`config.mk`:
```
export PLATFORM = sky130hd
export DESIGN_NAME = iter_div
export DESIGN_NICKNAME = d
export VERILOG_FILES = /design/src/rtl/iter_div.sv
export SDC_FILE = /design/constraint.sdc
export NUM_CORES = 1
export LEC_CHECK = 0
export BUFFER_PORTS_ARGS = -buffer_cell sky130_fd_sc_hd__buf_2
export CAP_MARGIN = 40
export CELL_PAD_IN_SITES_DETAIL_PLACEMENT = 1
export CELL_PAD_IN_SITES_GLOBAL_PLACEMENT = 1
export CORE_UTILIZATION = 49
export CTS_CLUSTER_SIZE = 28
export DETAILED_ROUTE_END_ITERATION = 10
export PLACE_DENSITY_LB_ADDON = 0.08
export SYNTH_ARGS = -nofsm -noshare
export SYNTH_HDL_FRONTEND = slang
export SYNTH_SLANG_ARGS = --single-unit
```
`constraint.sdc`:
```
create_clock -name clk -period 4.9 [get_ports clk]
set_input_delay 0.98 -clock clk [delete_from_list [all_inputs] [get_ports clk]]
set_output_delay 0.98 -clock clk [all_outputs]
set_load 0.02 [all_outputs]
```
`src/rtl/iter_div.sv`:
```
// Iterative restoring divider (DIV/DIVU), one quotient bit per cycle: IDLE -> RUN x WIDTH -> FIX -> DONE.
// Define DIV_ZERO_FAST_EN to add the div_zero output and a short path for a zero divisor.
module iter_div #(
  parameter int unsigned WIDTH = 32
) (
  input  logic             clk,
  input  logic             reset,
  input  logic             start,
  input  logic             is_signed,
  input  logic [WIDTH-1:0] dividend,
  input  logic [WIDTH-1:0] divisor,
  output logic             busy,
  output logic             done,
  output logic [WIDTH-1:0] quotient,
`ifdef DIV_ZERO_FAST_EN
  output logic [WIDTH-1:0] remainder,
  output logic             div_zero
`else
  output logic [WIDTH-1:0] remainder
`endif
);

  localparam int unsigned CntW = $clog2(WIDTH);
  localparam logic [CntW-1:0] LastStep = CntW'(WIDTH - 1);

  typedef enum logic [1:0] {StIdle, StRun, StFix, StDone} state_e;

  state_e           state_q, state_d;
  logic [CntW-1:0]  cnt_q, cnt_d;
  logic [WIDTH-1:0] rem_q, rem_d;
  logic [WIDTH-1:0] quo_q, quo_d;
  logic [WIDTH-1:0] dvs_q, dvs_d;
  logic [WIDTH-1:0] dd_q, dd_d;
  logic             qneg_q, qneg_d;
  logic             rneg_q, rneg_d;
  logic             dz_q, dz_d;
  logic [WIDTH-1:0] quotient_q, quotient_d;
  logic [WIDTH-1:0] remainder_q, remainder_d;

  logic [WIDTH:0]   shifted, trial;
  logic [WIDTH-1:0] dd_abs, ds_abs;
  logic             dd_neg, ds_neg;

  assign dd_neg  = is_signed & dividend[WIDTH-1];
  assign ds_neg  = is_signed & divisor[WIDTH-1];
  assign dd_abs  = dd_neg ? -dividend : dividend;
  assign ds_abs  = ds_neg ? -divisor : divisor;
  // Partial remainder gains the next dividend bit; a non-negative trial keeps the subtraction.
  assign shifted = {rem_q, quo_q[WIDTH-1]};
  assign trial   = shifted - {1'b0, dvs_q};

`ifdef DIV_ZERO_FAST_EN
  logic div_zero_q, div_zero_d;
  assign div_zero = div_zero_q;
`endif

  always_comb begin
    state_d     = state_q;
    cnt_d       = cnt_q;
    rem_d       = rem_q;
    quo_d       = quo_q;
    dvs_d       = dvs_q;
    dd_d        = dd_q;
    qneg_d      = qneg_q;
    rneg_d      = rneg_q;
    dz_d        = dz_q;
    quotient_d  = quotient_q;
    remainder_d = remainder_q;
`ifdef DIV_ZERO_FAST_EN
    div_zero_d  = div_zero_q;
`endif
    case (state_q)
      StIdle: begin
        if (start) begin
          dd_d    = dividend;
          qneg_d  = dd_neg ^ ds_neg;
          rneg_d  = dd_neg;
          quo_d   = dd_abs;
          rem_d   = '0;
          dvs_d   = ds_abs;
          cnt_d   = '0;
          dz_d    = (divisor == '0);
          state_d = StRun;
`ifdef DIV_ZERO_FAST_EN
          div_zero_d = (divisor == '0);
          if (divisor == '0) state_d = StFix;
`endif
        end
      end
      StRun: begin
        if (!trial[WIDTH]) begin
          rem_d = trial[WIDTH-1:0];
          quo_d = {quo_q[WIDTH-2:0], 1'b1};
        end else begin
          rem_d = shifted[WIDTH-1:0];
          quo_d = {quo_q[WIDTH-2:0], 1'b0};
        end
        cnt_d = cnt_q + CntW'(1);
        if (cnt_q == LastStep) state_d = StFix;
      end
      StFix: begin
        // A zero divisor would give a sign-flipped all-ones quotient; force the defined result.
        quotient_d  = dz_q ? '1 : (qneg_q ? -quo_q : quo_q);
        remainder_d = dz_q ? dd_q : (rneg_q ? -rem_q : rem_q);
        state_d     = StDone;
      end
      StDone:  state_d = StIdle;
      default: state_d = StIdle;
    endcase
  end

  always_ff @(posedge clk or negedge reset) begin
    if (!reset) begin
      state_q     <= StIdle;
      cnt_q       <= '0;
      rem_q       <= '0;
      quo_q       <= '0;
      dvs_q       <= '0;
      dd_q        <= '0;
      qneg_q      <= 1'b0;
      rneg_q      <= 1'b0;
      dz_q        <= 1'b0;
      quotient_q  <= '0;
      remainder_q <= '0;
    end else begin
      state_q     <= state_d;
      cnt_q       <= cnt_d;
      rem_q       <= rem_d;
      quo_q       <= quo_d;
      dvs_q       <= dvs_d;
      dd_q        <= dd_d;
      qneg_q      <= qneg_d;
      rneg_q      <= rneg_d;
      dz_q        <= dz_d;
      quotient_q  <= quotient_d;
      remainder_q <= remainder_d;
    end
  end

`ifdef DIV_ZERO_FAST_EN
  always_ff @(posedge clk or negedge reset) begin
    if (!reset) div_zero_q <= 1'b0;
    else        div_zero_q <= div_zero_d;
  end
`endif

  assign busy      = (state_q != StIdle);
  assign done      = (state_q == StDone);
  assign quotient  = quotient_q;
  assign remainder = remainder_q;

endmodule

```
# Yosys cells after proc, flatten, opt, wreduce, memory -nomap -nowiden
# Cells that the tools add are included.
[op_classes]
n_addsub = 6
n_eq_ne = 6
n_mux = 17
bitwise = 3
n_reduce_logical = 7
[ops]
columns = ["operator", "count"]
rows = [
  ["32-bit two-way mux", 9],
  ["32-bit negation", 4],
  ["32-bit case mux with 2 select lines", 2],
  ["33-bit by 32-bit subtractor with 33-bit output", 1],
  ["32-bit zero test", 1],
  ["5-bit case mux with 2 select lines", 1],
  ["2-bit case mux with 4 select lines", 1],
  ["2-bit AND reduction", 3],
  ["5-bit by 1-bit adder with 5-bit output, second input constant", 1],
  ["5-bit == test, second input constant", 1],
  ["5-bit two-way mux", 1],
  ["2-bit == test, second input constant", 2],
  ["2-bit two-way mux", 2],
  ["2-bit != test, second input constant", 2],
  ["2-bit nonzero test", 2],
  ["1-bit bitwise AND", 2],
  ["2-bit by 1-bit == test with 1-bit output, second input constant", 1],
  ["2-bit zero test", 1],
  ["1-bit two-way mux", 1],
  ["1-bit XOR", 1],
]
[word_totals]
regBits = 202
inputBits = 68

# Depth between registers and ports, before layout
[depth]
ltp_word = 4
depth_mapped = 15

# Worst setup path after synthesis
# OpenSTA, ideal clock, no wires.
[synth_timing]
path_kind = "in2reg"
startpoint = "input dividend[8]"
endpoint = "register quo_q[25]"
setup_ps = 136
t_arrival_ps = 3207
required_ps = 4764
path_slack_ps = 1557
stages = 10
path_buffers = 0
cell_sequence = "or4_4 > or3_4 > nor3_4 > nand2_2 > or4_4 > o31ai_2 > xor2_1 > nand3_1 > o21ai_1 > a21oi_1"
[synth_between]
elab_chain_cells = 4
[synth_rtl]
columns = ["element", "line", "source"]
rows = [
  ["start: declaration", "10", "input logic [WIDTH-1:0] dividend,"],
  ["32-bit negation", "46", "assign dd_abs = dd_neg ? -dividend : dividend;"],
  ["32-bit two-way mux", "46", ""],
  ["32-bit two-way mux", "74", "if (start) begin"],
  ["32-bit case mux with 2 select lines", "72", "case (state_q)"],
  ["end signal: assignment", "129", "quo_q <= quo_d;"],
  ["end: declaration", "31", "logic [WIDTH-1:0] quo_q, quo_d;"],
]
# Every way passes these cells. The select of a mux whose other input is x is not followed.
# A chain may end at the register's enable or synchronous reset.

# Worst setup path after layout
[layout_timing]
startpoint = "register quo_q[31]"
endpoint = "register rem_q[17]"
[layout_between]
elab_chain_cells = 3
[layout_rtl]
columns = ["element", "line", "source"]
rows = [
  ["33-bit by 32-bit subtractor with 33-bit output", "50", "assign trial = shifted - {1'b0, dvs_q};"],
  ["32-bit two-way mux", "91", "if (!trial[WIDTH]) begin"],
  ["32-bit case mux with 2 select lines", "72", ""],
  ["end signal: assignment", "128", "rem_q <= rem_d;"],
  ["end: declaration", "30", "logic [WIDTH-1:0] rem_q, rem_d;"],
]
# Every way passes these cells.

==> results by group <==
Outcome
  • Run status: complete, no violations

Yosys
  • Number of instances in the synthesized netlist: 1415
  • Flops & latches, synth: between 200 and 250
  • Fraction of synthesized area in multiplexers: 0.0696
  • Adder and majority gate portion of the synthesized area: 0.0435
  • Post-synthesis compound-gate area fraction: 0.192
  • Post-synth cell types: 70
  • Fraction of the mapped netlist area in simple logic gates: 0.147
  • Yosys warning total: 0
  • Post-Synthesis Net Count: about 1500
  • Post-synthesis average cell area: around 9 um2
  • Seq/Total Area, Yosys: 0.403
  • Dominant combinational cell family by area after synthesis: compound AO/OA/AOI/OAI gates
  • Total standard cell area after synthesis: between 0.01 and 0.015 mm2
  • Number of enable flip-flop cells after synthesis: 0
  • Most common flop cell mapped by yosys: sky130_fd_sc_hd__dfrtp_1
  • FFs w/ async S/R, synth: 1.00
  • Synth Area in XOR/XNOR: 0.100

Power and ir drop
  • Switching part of the total power: 0.453
  • Reported leakage power: 6.35 nW
  • Combinational cell fraction of total power: 0.536
  • Share of power burned in the clock network: 0.165
  • P_sw: between 4 and 5 mW
  • Internal cell power: 5.89 mW
  • IR Drop Worst-Case VDD: between 0.3 and 0.4 mV
  • Sequential cell fraction of total power: 0.299
  • Cell Pwr Density: approximately 750 mW/mm2

Clocking
  • CTS max path bufs: 3
  • CTS H-tree lvls: 1
  • Clock-pin slew of the registers on the worst-case setup and hold paths: 0.06 ns
  • TritonCTS clock tree: built
  • Total of hold buffers inserted after clock tree synthesis: 0
  • Number of setup buffers added after CTS: 0
  • Cell chosen for the clock root: sky130_fd_sc_hd__clkbuf_16
  • CTS sink cnt: slightly above 200
  • TritonCTS Buffers: 23
  • Clock insertion delay at the later pin of the skew report: about 0.52 ns
  • Number of gates resized after cts: 0

Floorplan
  • Number of top-level design ports: around 130
  • Core region area: between 0.02 and 0.03 mm2
  • Full die area: approximately 0.026 mm2
  • Starting density of the core: 0.499
  • Number of placement rows: a little under 60
  • Overall die width: between 150 and 200 um
  • Die outline height: about 160 um

Critical path
  • Worst-path cell with the longest stage delay: sky130_fd_sc_hd__a311oi_4
  • Critical path endpoint: rem_q[17]
  • Kind of critical path: reg -> reg
  • Reg2Reg Launch Point: quo_q[31]
  • R2r setup slk: roughly 1.0 ns
  • CP Launch Type: flop
  • Maximum net fanout on the critical path: 28
  • Critical path endpoint category: flop
  • Cell family with the largest share of critical-path delay: compound AO/OA/AOI/OAI gates
  • Reg2Reg Depth: 14
  • Capture instance of the worst register-to-register path: rem_q[17]
  • Sum of buffers and inverters on the critical path: 2
  • Crit path largest cell delay: approximately 0.65 ns
  • Critical path required time: between 5 and 6 ns
  • CP startpoint: quo_q[31]
  • Sequence of cells on the critical path: inv_1 > ha_1 > fa_1 > nand2b_1 > a21oi_1 > o21ai_1 > a21boi_2 > a2111oi_4 > nor2_2 > a2111oi_1 > a311oi_4 > buf_12 > mux2i_1 > o21ai_0
  • Crit path depth: 14
  • Worst EP arrival: ~4.2 ns

Place
  • IO buf count: approximately 130
  • Final estimated routing congestion in global placement: between 0.8 and 0.9
  • Post-DP HPWL: 24.4 mm
  • Post-placement worst setup slack: ~1.0 ns

STA
  • Worst Tran Pin Value: between 0.9 and 1 ns
  • Relative slew slack: 0.384
  • Skew final: 0.0177 ns
  • Setup WS post-layout: between 1 and 1.5 ns
  • Count of endpoints failing hold in the final timing report: 0
  • Final setup TNS: 0 ns
  • Final period utilization: 0.793
  • Total count of max-transition violations in the final report: 0
  • Post-layout min period: 3.89 ns
  • Final setup fails: 0
  • Highest clock frequency the design can meet: ~260 MHz
  • Setup repair after global routing missed its margin: false

Final layout
  • Most used cells in the layout excluding fill and tap cells: sky130_fd_sc_hd__dfrtp_1, sky130_fd_sc_hd__nand2_1, sky130_fd_sc_hd__o21ai_0
  • Most frequent standard cell in the layout excluding fill and tap cells: sky130_fd_sc_hd__dfrtp_1
  • Share of post-route cells with drive strength above 1: 0.169
  • Area growth from synthesis to final layout: 13.6%
  • Diode count: 0
  • Count of filler cells inserted in the layout: ~3000
  • Net total in the final layout: roughly 1600

Global route
  • Global routing usage summed across all routing layers: 0.258
  • Maximum number of pins on one net before global-route repair: 94
  • Via count of the first global-routing pass: between 10000 and 15000
  • Number of antenna violations at the first check in global routing: 0
  • Global-route congestion overflow total: 0
  • Global-route wire length before repair: about 55 mm

Routing
  • Remaining DRCs: 0
  • Number of iterations in the first detailed-routing pass: 4
  • WL/cell: 17.9 um
  • Iter 0 DRT Violations: around 480
  • Routed vias/inst: approximately 5.6
  • Total wirelength of the detailed-routed design: roughly 33 mm
  • Total via count in the routed design: about 10000
  • Antenna violation net count after detailed routing: 0

Run
  • Max-Cap Viols: 0

Worst hold path
  • Worst hold-check path type: reg -> reg
synth_stat cells, drive strengths merged (6+ instances only):
master    n  area [um2]
nor2b    10        62.6
mux2     50         563
nand2b   11        68.8
a21o      6        45.0
inv      59         221
a21oi   131         659
clkbuf   53         204
and2      6        37.5
xnor2    49         429
o21ai   175         876
and3     10        62.6
or4      17         135
ha       42         526
o41ai    16         155
dfrtp   202        5050
nor2    105         397
a31oi     7        43.8
buf      21         135
nand2   175         659
nor4      8        50.1
nand3    11        55.1
o31ai    35         268
mux2i    31         310
or3      18         120
a21boi    6        48.8
nor3     17        96.4
xor2     95         832
worst min path at each step:
stage	end	start	cells after the start	slack, ns
final	dvs_q[5]	dvs_q[5]	2	0.47
after global routing	dvs_q[27]	dvs_q[27]	2	0.50
after CTS	dvs_q[23]	dvs_q[23]	2	0.48
after detailed placement	dvs_q[23]	dvs_q[23]	2	0.47
after global placement	dvs_q[10]	dvs_q[10]	2	0.46
after floorplan	dd_q[0]	dd_q[0]	2	0.45
worst min-delay path: cells and delay by family (launching register included):
kind / cells / cell delay [ns]
compound gates: 1 / 0.05
simple gates: 1 / 0.04
flops: 1 / 0.34
layer usage:
layer,global-route usage,wire length [um],vias up
met3,0.0230,824,51
met1,0.337,15100,5116
met2,0.461,16700,157
met4,0.0575,605,0
li1,-,-,5147
met5,0,0,-
power groups by stage:
stage,Sequential (mW),Clock (mW),Combinational (mW)
global placement,3.21,0,5.49
finish,3.22,1.78,5.76
global route,3.33,1.87,6.43
CTS,3.22,1.81,5.82
detailed placement,3.23,0,5.76
floorplan,3.28,0,4.11
registers in the layout, indices dropped and copies added, names as in the netlist:
register,flops
quotient,32
qneg_q,1
dd_q,32
dz_q,1
rem_q,32
dvs_q,32
remainder,32
quo_q,32
state_q,2
cnt_q,5
rneg_q,1
area by class of cell:
| cell class | count | area, um2 | share of cell area |
|---|---|---|---|
| Clock buffer | 31 | 636 | 0.0446 |
| Inverter | 59 | 221 | 0.0155 |
| Tap cell | 330 | 413 | 0.0289 |
| Multi-Input combinational cell | 1080 | 6980 | 0.489 |
| Timing Repair Buffer | 147 | 832 | 0.0583 |
| Sequential cell | 202 | 5060 | 0.354 |
| Clock inverter | 10 | 130 | 0.00912 |
cell families after synthesis:
kind of cell               Yosys count
AOI/OAI and AO/OA                  411
xor gates and xnor gates           144
adders and majority gates           43
buffers and inverters              133
DFF                                202
muxes                               81
and+or+nand+nor                    401
stage by stage:
step	total power [mW]	std cells	util	hold slack [ns]	cell area, um2
2_1_floorplan	7.39	1415	-	0.450	12600
3_5_place_dp	8.99	1818	0.536	0.470	13500
5_1_grt	11.6	1859	0.566	0.501	14300
6_report	10.8	1859	0.566	0.473	14300
4_1_cts	10.8	1859	0.566	0.482	14300
3_3_place_gp	8.70	1816	0.534	0.462	13500
(Power assumes the default switching activity.)
